[config.mk]
export PLATFORM = sky130hd
export DESIGN_NAME = cache_mem_arbiter_flat
export DESIGN_NICKNAME = d
export VERILOG_FILES = /design/src/rtl/cache_mem_arbiter_if.sv /design/src/rtl/cache_mem_arbiter.sv /design/src/flat_wrapper.sv
export SDC_FILE = /design/constraint.sdc
export NUM_CORES = 1
export LEC_CHECK = 0
export BUFFER_PORTS_ARGS = -buffer_cell sky130_fd_sc_hd__buf_2
export CAP_MARGIN = 10
export CORE_AREA = 2 2 106 108
export DETAILED_ROUTE_END_ITERATION = 8
export DIE_AREA = 0 0 108 110
export PLACE_DENSITY_LB_ADDON = 0.3
export RECOVER_POWER = 50
export SYNTH_ARGS = -nofsm -noshare
export SYNTH_HDL_FRONTEND = slang
export SYNTH_SLANG_ARGS = --single-unit
export TNS_END_PERCENT = 30
[constraint.sdc]
create_clock -name CLK -period 5 [get_ports CLK]
set_input_delay 1 -clock CLK [delete_from_list [all_inputs] [get_ports CLK]]
set_output_delay 1 -clock CLK [all_outputs]
set_load 0.005 [all_outputs]
[src/rtl/cache_mem_arbiter_if.sv]
// Bus bundle between the two caches, the RAM port and the arbiter.
// slave  : the arbiter's view (requests and RAM status in, stalls/data/RAM controls out)
// master : the view of whatever drives the requests and models the RAM
interface cache_mem_arbiter_if #(
  parameter int ADDR_W = 32,
  parameter int DATA_W = 32,
  parameter int ERR_W  = 8
);
  logic              iREN;
  logic [ADDR_W-1:0] iaddr;
  logic              iwait;
  logic [DATA_W-1:0] iload;
  logic              dREN;
  logic              dWEN;
  logic [ADDR_W-1:0] daddr;
  logic [DATA_W-1:0] dstore;
  logic              dwait;
  logic [DATA_W-1:0] dload;
  logic              ramREN;
  logic              ramWEN;
  logic [ADDR_W-1:0] ramaddr;
  logic [DATA_W-1:0] ramstore;
  logic [DATA_W-1:0] ramload;
  logic [1:0]        ramstate;
  logic              ram_err;
  logic [ERR_W-1:0]  err_cnt;

  modport slave (
    input  iREN, iaddr, dREN, dWEN, daddr, dstore, ramload, ramstate,
    output iwait, iload, dwait, dload, ramREN, ramWEN, ramaddr, ramstore, ram_err, err_cnt
  );

  modport master (
    output iREN, iaddr, dREN, dWEN, daddr, dstore, ramload, ramstate,
    input  iwait, iload, dwait, dload, ramREN, ramWEN, ramaddr, ramstore, ram_err, err_cnt
  );
endinterface

[src/rtl/cache_mem_arbiter.sv]
// Single-word icache/dcache arbiter onto one RAM port.
// dcache has priority; the icache is forced through after STARVE_MAX
// consecutive dcache words completed while it was waiting.
//
// state | meaning
// ------+----------------------------------------------------------
// IDLE  | no grant; RAM enables low; arbitration happens here
// D_ACC | dcache owns the RAM port until ACCESS or withdrawal
// I_ACC | icache owns the RAM port until ACCESS or withdrawal
module cache_mem_arbiter #(
  parameter int ADDR_W     = 32,
  parameter int DATA_W     = 32,
  parameter int STARVE_MAX = 4,
  parameter int ERR_W      = 8
) (
  input logic                  CLK,
  input logic                  RST,
  cache_mem_arbiter_if.slave   bus
);
  typedef enum logic [1:0] {IDLE = 2'd0, D_ACC = 2'd1, I_ACC = 2'd2} state_t;

  localparam logic [1:0]      RS_ACCESS = 2'd2;
  localparam logic [1:0]      RS_ERROR  = 2'd3;
  localparam int              SC_W      = $clog2(STARVE_MAX + 1);
  localparam logic [SC_W-1:0] SC_MAX    = SC_W'(STARVE_MAX);

  state_t            state, state_nxt;
  logic [SC_W-1:0]   starve_cnt, starve_nxt;
  logic              ram_err_q;
  logic [ERR_W-1:0]  err_cnt_q;
  logic              d_req, force_i, access, error_hit;

  assign d_req     = bus.dREN | bus.dWEN;
  assign force_i   = bus.iREN && (starve_cnt == SC_MAX);
  assign access    = (bus.ramstate == RS_ACCESS);
  assign error_hit = (state != IDLE) && (bus.ramstate == RS_ERROR);

  assign bus.ram_err = ram_err_q;
  assign bus.err_cnt = err_cnt_q;

  // Grant register and icache starvation counter.
  always_ff @(posedge CLK or posedge RST) begin
    if (RST) begin
      state      <= IDLE;
      starve_cnt <= '0;
    end else begin
      state      <= state_nxt;
      starve_cnt <= starve_nxt;
    end
  end

  // Sticky error flag and saturating count of ERROR cycles seen under a grant.
  always_ff @(posedge CLK or posedge RST) begin
    if (RST) begin
      ram_err_q <= 1'b0;
      err_cnt_q <= '0;
    end else if (error_hit) begin
      ram_err_q <= 1'b1;
      if (err_cnt_q != {ERR_W{1'b1}}) err_cnt_q <= err_cnt_q + 1'b1;
    end
  end

  // Next grant; a withdrawn request releases the port without completing.
  always_comb begin
    state_nxt  = state;
    starve_nxt = starve_cnt;
    unique case (state)
      IDLE: begin
        if (d_req && !force_i) state_nxt = D_ACC;
        else if (bus.iREN)     state_nxt = I_ACC;
      end
      D_ACC: begin
        if (!d_req) begin
          state_nxt = IDLE;
        end else if (access) begin
          state_nxt = IDLE;
          if (!bus.iREN)               starve_nxt = '0;
          else if (starve_cnt != SC_MAX) starve_nxt = starve_cnt + 1'b1;
        end
      end
      I_ACC: begin
        if (!bus.iREN) begin
          state_nxt = IDLE;
        end else if (access) begin
          state_nxt  = IDLE;
          starve_nxt = '0;
        end
      end
      default: state_nxt = IDLE;
    endcase
  end

  // RAM controls and cache responses decoded from the grant and live inputs.
  always_comb begin
    bus.ramREN   = 1'b0;
    bus.ramWEN   = 1'b0;
    bus.ramaddr  = {ADDR_W{1'b0}};
    bus.ramstore = {DATA_W{1'b0}};
    bus.iwait    = 1'b1;
    bus.iload    = {DATA_W{1'b0}};
    bus.dwait    = 1'b1;
    bus.dload    = {DATA_W{1'b0}};
    unique case (state)
      D_ACC: begin
        bus.ramaddr  = bus.daddr;
        bus.ramstore = bus.dstore;
        bus.ramWEN   = bus.dWEN;
        bus.ramREN   = bus.dREN & ~bus.dWEN;
        if (d_req && access) begin
          bus.dwait = 1'b0;
          bus.dload = bus.ramload;
        end
      end
      I_ACC: begin
        bus.ramaddr = bus.iaddr;
        bus.ramREN  = 1'b1;
        if (bus.iREN && access) begin
          bus.iwait = 1'b0;
          bus.iload = bus.ramload;
        end
      end
      default: ;
    endcase
  end
endmodule

[src/flat_wrapper.sv]
// flat-port wrapper written by rule: the top's interface ports become plain ports
module cache_mem_arbiter_flat 
#(
  parameter int ADDR_W     = 32,
  parameter int DATA_W     = 32,
  parameter int STARVE_MAX = 4,
  parameter int ERR_W      = 8
)
  (CLK, RST, bus_iREN, bus_iaddr, bus_dREN, bus_dWEN, bus_daddr, bus_dstore, bus_ramload, bus_ramstate, bus_iwait, bus_iload, bus_dwait, bus_dload, bus_ramREN, bus_ramWEN, bus_ramaddr, bus_ramstore, bus_ram_err, bus_err_cnt);
  cache_mem_arbiter_if #(.ADDR_W(ADDR_W), .DATA_W(DATA_W), .ERR_W(ERR_W)) bus_i ();
  input logic CLK;
  input logic RST;
  input wire logic [$bits(bus_i.iREN)-1:0] bus_iREN;
  input wire logic [$bits(bus_i.iaddr)-1:0] bus_iaddr;
  input wire logic [$bits(bus_i.dREN)-1:0] bus_dREN;
  input wire logic [$bits(bus_i.dWEN)-1:0] bus_dWEN;
  input wire logic [$bits(bus_i.daddr)-1:0] bus_daddr;
  input wire logic [$bits(bus_i.dstore)-1:0] bus_dstore;
  input wire logic [$bits(bus_i.ramload)-1:0] bus_ramload;
  input wire logic [$bits(bus_i.ramstate)-1:0] bus_ramstate;
  output wire logic [$bits(bus_i.iwait)-1:0] bus_iwait;
  output wire logic [$bits(bus_i.iload)-1:0] bus_iload;
  output wire logic [$bits(bus_i.dwait)-1:0] bus_dwait;
  output wire logic [$bits(bus_i.dload)-1:0] bus_dload;
  output wire logic [$bits(bus_i.ramREN)-1:0] bus_ramREN;
  output wire logic [$bits(bus_i.ramWEN)-1:0] bus_ramWEN;
  output wire logic [$bits(bus_i.ramaddr)-1:0] bus_ramaddr;
  output wire logic [$bits(bus_i.ramstore)-1:0] bus_ramstore;
  output wire logic [$bits(bus_i.ram_err)-1:0] bus_ram_err;
  output wire logic [$bits(bus_i.err_cnt)-1:0] bus_err_cnt;
  assign bus_i.iREN = bus_iREN;
  assign bus_i.iaddr = bus_iaddr;
  assign bus_i.dREN = bus_dREN;
  assign bus_i.dWEN = bus_dWEN;
  assign bus_i.daddr = bus_daddr;
  assign bus_i.dstore = bus_dstore;
  assign bus_i.ramload = bus_ramload;
  assign bus_i.ramstate = bus_ramstate;
  assign bus_iwait = bus_i.iwait;
  assign bus_iload = bus_i.iload;
  assign bus_dwait = bus_i.dwait;
  assign bus_dload = bus_i.dload;
  assign bus_ramREN = bus_i.ramREN;
  assign bus_ramWEN = bus_i.ramWEN;
  assign bus_ramaddr = bus_i.ramaddr;
  assign bus_ramstore = bus_i.ramstore;
  assign bus_ram_err = bus_i.ram_err;
  assign bus_err_cnt = bus_i.err_cnt;
  cache_mem_arbiter #(.ADDR_W(ADDR_W), .DATA_W(DATA_W), .STARVE_MAX(STARVE_MAX), .ERR_W(ERR_W)) u_core (.CLK(CLK), .RST(RST), .bus(bus_i));
endmodule
### Word level (Yosys, flattened, before mapping)

Index checks and enable logic that the tools add are counted.

* equality and inequality tests: 13
* add/subtract/negate cells: 2
* muxes and demuxes: 25
* reductions and logical operators: 11
* bitwise gates (word level): 3

Operators by type and width (number)
* $mux W32: 5
* $pmux W32 S2: 1
* $mux W3: 6
* $mux W2: 5
* $add A8 B1 Y8 const B: 1
* $ne A8 B8 Y1 const B: 1
* $eq A2 B2 Y1 const B: 3
* $ne A2 B1 Y1 const B: 3
* $ne A3 B2 Y1 const B: 2
* $pmux W2 S3: 1
* $pmux W3 S2: 1
* $reduce_and A6 Y1: 1
* $logic_and A1 B1 Y1: 5
* $mux W1: 5
* $reduce_bool A2 Y1: 2
* $add A3 B1 Y3 const B: 1
* $eq A3 B3 Y1 const B: 1
* $ne A3 B3 Y1 const B: 1
* $eq A2 B1 Y1 const B: 1
* $logic_not A2 Y1: 1
* $ne A2 B2 Y1 const B: 1
* $pmux W1 S2: 1
* $reduce_and A2 Y1: 1
* $and A1 B1 Y1: 1
* 3 further kinds: 3

* word-level logic and storage cells: 58
* bits of input ports: 135
* flip-flop bits (word level): 14
* output and inout bits: 141

### Depth between registers and ports, before layout

Gate-level depths: netlist of run 1.

* word-level depth: 6
* gate-level depth with buffers: 7
* gate-level depth less buffers: 6

### Least setup slack after synthesis of run 1

No wires, ideal clock.

* path type: input to output
* start point: input port bus_iREN
* end point: output port bus_iload[22]
* buffers on the path: 2
* data required time: 4.000 ns
* path slack: 2.198 ns
* arrival: 1.802 ns
* cell stages on the path: 5
* path through: buf_2 > nand2_1 > nor2_1 > clkbuf_1 > and2_1

* word-level cells in the longest chain between the ends: 3

Ends and longest elaborated chain
* start, declared: RTL line flat_wrapper.sv:13 `input wire logic [$bits(bus_i.iREN)-1:0] bus_iREN;`
* $logic_and A1 B1 Y1: RTL line cache_mem_arbiter.sv:117 `if (bus.iREN && access) begin`
* $mux W32: RTL line cache_mem_arbiter.sv:117
* $mux W32: RTL line cache_mem_arbiter.sv:103 `unique case (state)`
* end, declared: RTL line flat_wrapper.sv:22 `output wire logic [$bits(bus_i.iload)-1:0] bus_iload;`

Every way passes these cells.

### Worst setup path after layout of run 1

* start point: input port bus_ramstate[0]
* end point: output port bus_dload[14]

* word-level cells in the longest chain between the ends: 4

Ends and longest elaborated chain
* start, declared: RTL line flat_wrapper.sv:20 `input wire logic [$bits(bus_i.ramstate)-1:0] bus_ramstate;`
* $eq A2 B2 Y1: RTL line cache_mem_arbiter.sv:35 `assign access = (bus.ramstate == RS_ACCESS);`
* $logic_and A1 B1 Y1: RTL line cache_mem_arbiter.sv:109 `if (d_req && access) begin`
* $mux W32: RTL line cache_mem_arbiter.sv:109
* $mux W32: RTL line cache_mem_arbiter.sv:103
* end, declared: RTL line flat_wrapper.sv:24 `output wire logic [$bits(bus_i.dload)-1:0] bus_dload;`

Every way passes these cells.

==> out/metrics.csv, run 1 <==
stage;metric;value;unit
outcome;status;finished, final reports clean;
setup_path;crit_type;in2out;
cts;cts_resized;0;
pwr;switching_power;478;uW
sta;finalCriticalPeriod;3.54;ns
cts;postCtsSetupBuffers;0;
min_path;hold_path.class;reg2reg;
global_route;grt_pass1_vias;2577;
place;gp_congestion;0.766;
synthesis;synth-seq-cells;14;
synthesis;yosysSeqAreaShare;17.6;%
floorplan;fp.coreArea;10700;sq um
sta;finalHoldViolCount;0;
global_route;antenna_found_initial;2;
pwr;powerDensity;305;nW/um^2
floorplan;io_pins;276;
cts;clk_pin_slew;0.06;ns
pwr;clock_power_share;10.3;%
synthesis;synth_area_leaders;and2_1, dfrtp_1, a22oi_1;
global_route;overflow;0;
global_route;grt_pass1_wl;12.6;mm
route;viasPerCell;4.25;
sta;relSlewSlack;32.0;%
cts;cts_tree;built;
setup_path;start_kind;primary input;
floorplan;die_area;11900;sq um
synthesis;yosysTopAreaCell;and2_1;
route;ant_nets;0;
setup_path;end_kind;primary output;
cts;htreeDepth;1;
sta;slew_violations;0;
place;port_buffers;275;
synthesis;synth-edff-count;0;
final_layout;final_cell_mix;buf_2, and2_1, nor2b_1;
synthesis;yosysWarnings;0;
final_layout;num_antenna_cells;0;
synthesis;async_reset_ff_share;100;%
job;cap_violations;0;
global_route;grt_max_degree;70;
sta;rsz0062_at_grt;false;
sta;setup_tns;0;ns
sta;fmax;283;MHz
setup_path;critPathRequiredTime;4.00;ns
synthesis;ys_types;33;
cts;ctsRootBufferMaster;clkbuf_8;
floorplan;die_x;108;um
floorplan;start_util;18.6;%
synthesis;yosysTopAreaCellShare;30.5;%
final_layout;nFillCells;1185;
final_layout;final_cell_count_no_fill;671;
cts;clock_path_buffers;2;
sta;finClkSkew;0.00350;ns
synthesis;syn_area;1990;sq um
pwr;internal_power;584;uW
final_layout;layout_commonest_cell;buf_2;
place;dp.cells;667;
cts;ctsHoldBuffers;0;
synthesis;avgSynthCellArea;7.36;sq um
setup_path;cp_max_fo;33;
cts;numClockSinks;14;
synthesis;syn-instance-count;270;
synthesis;ys.flop_type;dfrtp_1;
synthesis;syn_nets;412;
sta;fin_crit_sh;70.7;%
place;hpwl;7.67;mm
floorplan;row_count;38;
floorplan;die_h;110;um
route;wl_per_cell;13.6;um
route;wirelength;9.14;mm
final_layout;syn_to_final_growth;74.9;%
cts;cts_buffers;3;
pwr;ir_drop;0.000152;V
route;drtPass1Iterations;4;
route;dr_total_vias;2850;
sta;tightest_slew;1.02;ns
route;drt_iter0_drc;112;
cts;clk_latency;0.24;ns
pwr;switching_share;45.0;%
setup_path;crit_arrival;2.54;ns
route;drc;0;
global_route;track_usage;13.2;%
pwr;p_leak;1.93;nW
sta;finalSetupViolations;0;
final_layout;drive_gt1_share;48.2;%
pwr;seqPwrFrac;17.4;%
final_layout;final_nets;674;
pwr;comb_power_share;72.3;%
[registers in the layout (all words and copies together) (netlist names)]
signal,flops
u_core.bus.ram_err,1
u_core.starve_cnt,3
u_core.state,2
u_core.bus.err_cnt,8
[kinds of logic (layout without fill, tap and decap cells)]
logic type | count (synthesis) | count (layout) | share of synthesized area (%)
AOI/OAI and AO/OA | 45 | 45 | 16.2
xor gates and xnor gates | 4 | 4 | 1.76
adders and majority gates | 7 | 7 | 4.41
buffers and inverters | 32 | 293 | 6.42
DFF | 14 | 14 | 17.6
muxes | 5 | 5 | 2.77
and+or+nand+nor | 163 | 163 | 50.8
[cell type report]
class	instances	area, sq um	share of cell area [%]
Clock buffer	4	55.1	1.58
Inverter	10	37.5	1.08
Multi-Input combinational cell	224	1500	43.0
Sequential cell	14	350	10.1
Tap cell	140	175	5.04
Timing Repair Buffer	279	1360	39.2
[critical path, cell delays in order]
cell	delay (ns)
buf_2	0.12
nand2b_1	0.17
nor2_1	0.11
clkbuf_1	0.76
and2_1	0.24
buf_2	0.12
[worst paths after layout]
| check | from | endpoint | slack [ns] | depth (start not counted) |
|---|---|---|---|---|
| hold / removal | u_core.bus.ram_err | u_core.bus.ram_err | 0.47 | 1 |
| hold reg to reg | u_core.bus.ram_err | u_core.bus.ram_err | 0.47 | 1 |
| setup reg to reg | u_core.state[1] | u_core.starve_cnt[2] | 2.35 | 7 |
| min in group asynchronous | RST | u_core.bus.ram_err | 0.80 | 2 |
| setup / recovery | bus_ramstate[0] | bus_dload[14] | 1.46 | 6 |
| max in group asynchronous | RST | u_core.bus.err_cnt[3] | 3.84 | 2 |
[metal layers]
metal	wire, um	vias to the layer above	global-route usage [%]
met5	27	-	0
met4	73	4	2.66
met3	749	10	3.12
met2	4420	130	21.2
met1	3870	1290	18.0
li1	-	1416	-
[metrics by stage]
| stage | util, % | setup WS (ns) | total power, mW | hold slack (ns) | cell area [sq um] |
|---|---|---|---|---|---|
| CTS | 33.1 | 1.90 | 1.10 | 0.475 | 3540 |
| global route | 32.5 | 1.21 | 1.17 | 0.497 | 3480 |
| floorplan | - | 2.20 | 0.649 | 0.459 | 1990 |
| global placement | 32.5 | 1.99 | 0.976 | 0.450 | 3480 |
| detailed placement | 32.5 | 1.97 | 0.989 | 0.451 | 3480 |
| finish | 32.5 | 1.46 | 1.06 | 0.466 | 3480 |
[power by group through the flow]
| stage | Sequential [mW] | Clock, mW | Combinational, mW |
|---|---|---|---|
| after floorplan | 0.182 | 0 | 0.468 |
| after global placement | 0.185 | 0 | 0.791 |
| after detailed placement | 0.187 | 0 | 0.802 |
| after CTS | 0.185 | 0.111 | 0.805 |
| after global routing | 0.192 | 0.118 | 0.862 |
| final | 0.185 | 0.109 | 0.767 |
[synth_stat cells (2+ instances only)]
cell	number
nand3b_1	2
a22o_1	2
nand4_1	4
a22oi_1	32
dfrtp_1	14
ha_1	7
nor3b_1	2
nand3_1	4
mux2_2	4
xor2_1	2
o21ai_0	5
nor2b_1	33
nand2_1	5
clkbuf_1	18
buf_2	3
xnor2_1	2
inv_1	10
and2_1	97
nor2_1	7
nand2b_1	3
o21ai_1	2
No activity file was read; power rests on OpenSTA's default activity.
==> inputs of run 2 (changes only) <==
Settings changed: ABC_AREA set to 1.
Clock period 5 ns to 3.7 ns, I/O delays scaled along.
==> run 2 against run 1 <==
- sequential power up 34%
- die area did not move
- via count is 13% higher
- synthesized area up 7.7%
==> out/metrics.csv, run 2 <==
stage;metric;value;unit
outcome;status;finished, final reports clean;
final_layout;syn_to_final_growth;66.5;%
place;dp.cells;819;
final_layout;layout_commonest_cell;buf_2;
sta;finalSetupViolations;0;
floorplan;io_pins;276;
setup_path;critPathBufInv;3;
setup_path;cpLargestDelayFamily;buffers and inverters;
floorplan;die_area;11900;sq um
floorplan;die_h;110;um
synthesis;synth-edff-count;0;
setup_path;crit_arrival;2.17;ns
global_route;grt_pass1_vias;2603;
sta;finClkSkew;0.00150;ns
min_path;hold_path.class;reg2reg;
place;gp_congestion;0.773;
synthesis;yosysSeqAreaShare;16.4;%
cts;ctsHoldBuffers;0;
sta;rsz0062_at_grt;false;
cts;postCtsSetupBuffers;0;
floorplan;fp.coreArea;10700;sq um
global_route;track_usage;12.6;%
global_route;grt_pass1_wl;12.3;mm
synthesis;yosysTopAreaCell;nand2_1;
route;dr_total_vias;3218;
setup_path;cp_max_fo;38;
synthesis;yosysTopAreaCellShare;27.2;%
cts;ctsRootBufferMaster;clkbuf_8;
cts;cts_buffers;3;
final_layout;largest_reg_flops;8;
cts;cts_tree;built;
final_layout;final_cell_mix;buf_2, nand2_1, inv_1;
synthesis;avgSynthCellArea;5.10;sq um
route;viasPerCell;3.91;
pwr;p_leak;2.47;nW
pwr;powerDensity;433;nW/um^2
floorplan;die_x;108;um
synthesis;async_reset_ff_share;100;%
final_layout;final_cell_count_no_fill;823;
cts;clock_path_buffers;2;
route;drtPass1Iterations;4;
setup_path;path_cells;inv_1 > ha_1 > clkbuf_2 > nand2_1 > a21oi_1 > buf_2;
place;hpwl;7.25;mm
final_layout;final_nets;826;
floorplan;start_util;20.0;%
route;ant_nets;0;
synthesis;synth_most_common_cell;nand2_1;
cts;clk_latency;0.24;ns
sta;finalHoldViolCount;0;
cts;htreeDepth;1;
cts;cts_resized;0;
setup_path;critical_path.slowest_cell;clkbuf_2;
global_route;grt_max_degree;39;
pwr;design_power_total;1.55;mW
synthesis;syn_nets;562;
sta;finalCriticalPeriod;2.91;ns
sta;tightest_slew;0.714;ns
pwr;ir_drop;0.000284;V
sta;relSlewSlack;52.4;%
sta;final.setup.worst_slack;0.792;ns
synthesis;synth_area_leaders;nand2_1, dfrtp_1, inv_1;
final_layout;nFillCells;1278;
cts;clk_pin_slew;0.06;ns
place;dp_slack;1.15;ns
final_layout;final_util;33.3;%
setup_path;crit_type;reg2out;
sta;fin_crit_sh;78.6;%
setup_path;start_kind;register;
sta;fmax;344;MHz
synthesis;syn-instance-count;420;
setup_path;max_stage_delay;0.61;ns
setup_path;critPathRequiredTime;2.96;ns
route;drc;0;
place;port_buffers;275;
route;wirelength;8.95;mm
synthesis;yosys-top-cells-count;nand2_1, inv_1, nor2_1;
synthesis;ys.flop_type;dfrtp_1;
global_route;overflow;0;
sta;slew_violations;0;
final_layout;num_antenna_cells;0;
synthesis;syn_area;2140;sq um
global_route;antenna_found_initial;0;
cts;numClockSinks;14;
synthesis;yosysWarnings;0;
floorplan;row_count;38;
synthesis;ys_types;23;
final_layout;drive_gt1_share;37.2;%
synthesis;synth-seq-cells;14;
route;wl_per_cell;10.9;um
setup_path;end_kind;primary output;
route;drt_iter0_drc;176;
job;cap_violations;0;
sta;setup_tns;0;ns
-- run 2: cell count changes after synthesis, sizes merged, moves of 4 or more --
cell / previous run / this run
nand2: 5 / 157
a22oi: 32 / 0
mux2: 4 / 0
nor2: 7 / 79
nand3: 4 / 15
buf: 4 / 19
o21ai: 7 / 1
a21oi: 1 / 33
and2: 97 / 0
nor2b: 33 / 0
clkbuf: 18 / 1
inv: 10 / 87
-- run 2: per-layer routing --
| metal | up-vias | part of all wire, % | GRT usage, % |
|---|---|---|---|
| met5 | - | 0 | 0 |
| met4 | 0 | 0.089 | 0.824 |
| met3 | 2 | 7.2 | 2.18 |
| met2 | 115 | 52 | 24.0 |
| met1 | 1362 | 41 | 15.5 |
| li1 | 1739 | - | - |
-- run 2: path summary, 6_finish.rpt --
| check | slack (ns) | cells after the start | start | endpoint |
|---|---|---|---|---|
| worst max-delay path | 0.79 | 6 | u_core.state[1] | bus_ramaddr[1] |
| worst min-delay path | 0.47 | 1 | u_core.bus.ram_err | u_core.bus.ram_err |
| worst max register to register | 1.43 | 8 | u_core.state[1] | u_core.starve_cnt[2] |
| worst min register to register | 0.47 | 1 | u_core.bus.ram_err | u_core.bus.ram_err |
| max in group asynchronous | 2.80 | 2 | RST | u_core.bus.err_cnt[1] |
| min in group asynchronous | 0.53 | 2 | RST | u_core.bus.ram_err |
-- run 2: kinds of logic after synthesis --
logic type               after synthesis  synth area share, %
adder cells (fa/ha/maj)                7                 4.09
XOR/XNOR                               3                 1.23
buffers and inverters                107                 22.4
flip-flops                            14                 16.4
AND/OR/NAND/NOR                      255                 47.8
AO/OA/AOI/OAI                         34                 8.12
-- run 2: final cells by class --
type / instances / area, sq um / area share [%]
well taps: 140 / 175 / 4.91
flip-flops and latches: 14 / 350 / 9.82
multi-input cells: 299 / 1300 / 36.4
repair buffers: 279 / 1360 / 38.2
inverters: 87 / 327 / 9.15
clock buffers: 4 / 55.1 / 1.54
-- run 2: where the power goes --
group	switching, mW	internal [mW]
clock	0.0567	0.0942
sequential	0.0531	0.195
combinational	0.711	0.435
total	0.821	0.724
-- run 2: metrics by stage --
step                hold WS [ns]  area [sq um]
floorplan                  0.465          2140
global placement           0.452          3570
detailed placement         0.456          3570
CTS                        0.470          3630
global route               0.491          3570
finish                     0.470          3570
==> inputs of run 3 (changes only) <==
Clock period 3.7 ns to 2.91 ns, I/O delays scaled along.
==> run 3 against run 2 <==
- core utilization increased by 0.14 points
- sequential power rose by 27%
- clock skew barely moved
- global-route usage increased by 0.48 points
- largest power group unchanged
- highest routed layer unchanged
==> out/metrics.csv, run 3 (synthesized netlist as in run 2, its figures left out) <==
stage;metric;value;unit
job;cap_violations;0;
setup_path;rr_endpoint;u_core.bus.err_cnt[1];
setup_path;critPathCapture;bus_ramaddr[12];
pwr;comb_power_share;74.6;%
route;drc;0;
sta;hold_ws;0.376;ns
route;ant_nets;0;
global_route;antenna_found_initial;0;
setup_path;critPathRequiredTime;2.33;ns
pwr;switching_share;52.5;%
setup_path;startpoint;u_core.state[0];
sta;finalCriticalPeriod;2.53;ns
floorplan;die_area;11900;sq um
sta;fin_crit_sh;87.0;%
global_route;overflow;0;
floorplan;die_h;110;um
sta;finalSetupViolations;0;
cts;clk_latency;0.24;ns
final_layout;largest_reg_flops;8;
route;viasPerCell;3.91;
cts;numClockSinks;14;
cts;clk_pin_slew;0.06;ns
place;hpwl;7.31;mm
min_path;hold_path.class;in2async;
floorplan;io_pins;276;
cts;postCtsSetupBuffers;0;
setup_path;start_kind;register;
route;wl_met1;3.74;mm
sta;finalHoldViolCount;0;
floorplan;die_x;108;um
setup_path;reg2reg_slack;1.15;ns
pwr;ir_drop;0.000322;V
sta;setup_tns;0;ns
sta;fmax;395;MHz
pwr;seqPwrFrac;15.9;%
cts;ctsRootBufferMaster;clkbuf_8;
sta;relSlewSlack;63.3;%
route;drtPass1Iterations;4;
place;gp_congestion;0.750;
route;wirelength;9.05;mm
route;routed-wl-met3;641;um
setup_path;cp_max_fo;33;
final_layout;syn_to_final_growth;67.2;%
final_layout;final_cell_mix;buf_2, nand2_1, inv_1;
sta;rsz0062_at_grt;false;
floorplan;fp.coreArea;10700;sq um
cts;htreeDepth;1;
pwr;powerDensity;556;nW/um^2
final_layout;final_cell_count_no_fill;824;
global_route;grt_max_degree;34;
global_route;grt_pass1_vias;2682;
route;top_layer;met4;
setup_path;r2r_start;u_core.state[0];
final_layout;layout_commonest_cell;buf_2;
place;placed_area;3610;sq um
pwr;internal_power;945;uW
setup_path;crit_type;reg2out;
pwr;p_leak;2.45;nW
outcome;status;finished, final reports clean;
cts;cts_buffers;3;
final_layout;drive_gt1_share;36.3;%
cts;ctsHoldBuffers;0;
sta;finClkSkew;0.00135;ns
pwr;switching_power;1.05;mW
sta;slew_violations;0;
final_layout;num_antenna_cells;0;
setup_path;end_kind;primary output;
global_route;track_usage;13.1;%
cts;clock_path_buffers;2;
sta;tightest_slew;0.550;ns
route;drt_iter0_drc;261;
global_route;grt_pass1_wl;12.8;mm
final_layout;final_nets;827;
route;wl_met2;4.63;mm
setup_path;r2r_cells;7;
route;dr_total_vias;3220;
cts;cts_resized;0;
setup_path;crit_arrival;1.95;ns
floorplan;row_count;38;
route;wl_per_cell;11.0;um
pwr;clock_power_share;9.5;%
place;port_buffers;275;
final_layout;design_area;3580;sq um
floorplan;start_util;20.0;%
place;dp.cells;820;
cts;cts_tree;built;
run 3: cell types whose count changed in the layout (fill, tap and decap cells not counted):
cell,change
ha_1,-1
clkbuf_4,+1
clkbuf_2,-9
ha_2,+1
clkbuf_1,+8
buf_12,+1
run 3: metrics by stage:
step | setup slack (ns) | utilization (%) | power, mW
finish | 0.378 | 33.5 | 1.99
global route | 0.138 | 33.5 | 2.26
CTS | 0.340 | 34.2 | 2.09
detailed placement | 0.619 | 33.7 | 1.90
global placement | 0.655 | 33.7 | 1.90
floorplan | 1.08 | - | 1.23
run 3: how the worst min path moves through the flow:
stage / start / endpoint / cells after the start
floorplan: u_core.bus.ram_err / u_core.bus.ram_err / 1
global placement: u_core.bus.ram_err / u_core.bus.ram_err / 1
detailed placement: u_core.bus.ram_err / u_core.bus.ram_err / 1
CTS: RST / u_core.bus.err_cnt[0] / 2
global route: RST / u_core.bus.err_cnt[0] / 2
finish: RST / u_core.starve_cnt[1] / 2
run 3: critical path, cell delays in order, from the launching register on:
cell,delay [ns]
dfrtp_1,0.41
inv_1,0.11
ha_1,0.34
clkbuf_4,0.44
nand2_1,0.10
a21oi_1,0.14
clkbuf_1,0.13
run 3: layout make-up:
cell class,instances,area [sq um]
timing repair buffer,280,1370
inverter,87,327
clock buffer,4,55.1
multi-input combinational,299,1300
sequential,14,350
tap,140,175
fill,1274,7120
run 3: power groups by stage:
stage | clock [mW] | combinational, mW | sequential [mW]
2_1_floorplan | 0 | 0.929 | 0.306
3_3_place_gp | 0 | 1.58 | 0.319
3_5_place_dp | 0 | 1.58 | 0.319
4_1_cts | 0.193 | 1.58 | 0.316
5_1_grt | 0.209 | 1.72 | 0.327
6_report | 0.189 | 1.49 | 0.316
run 3: per-layer routing:
| layer | GRT usage, % | vias to the layer above |
|---|---|---|
| met5 | 0 | - |
| met4 | 2.01 | 0 |
| met2 | 24.2 | 106 |
| met3 | 1.41 | 4 |
| met1 | 16.8 | 1367 |
| li1 | - | 1743 |
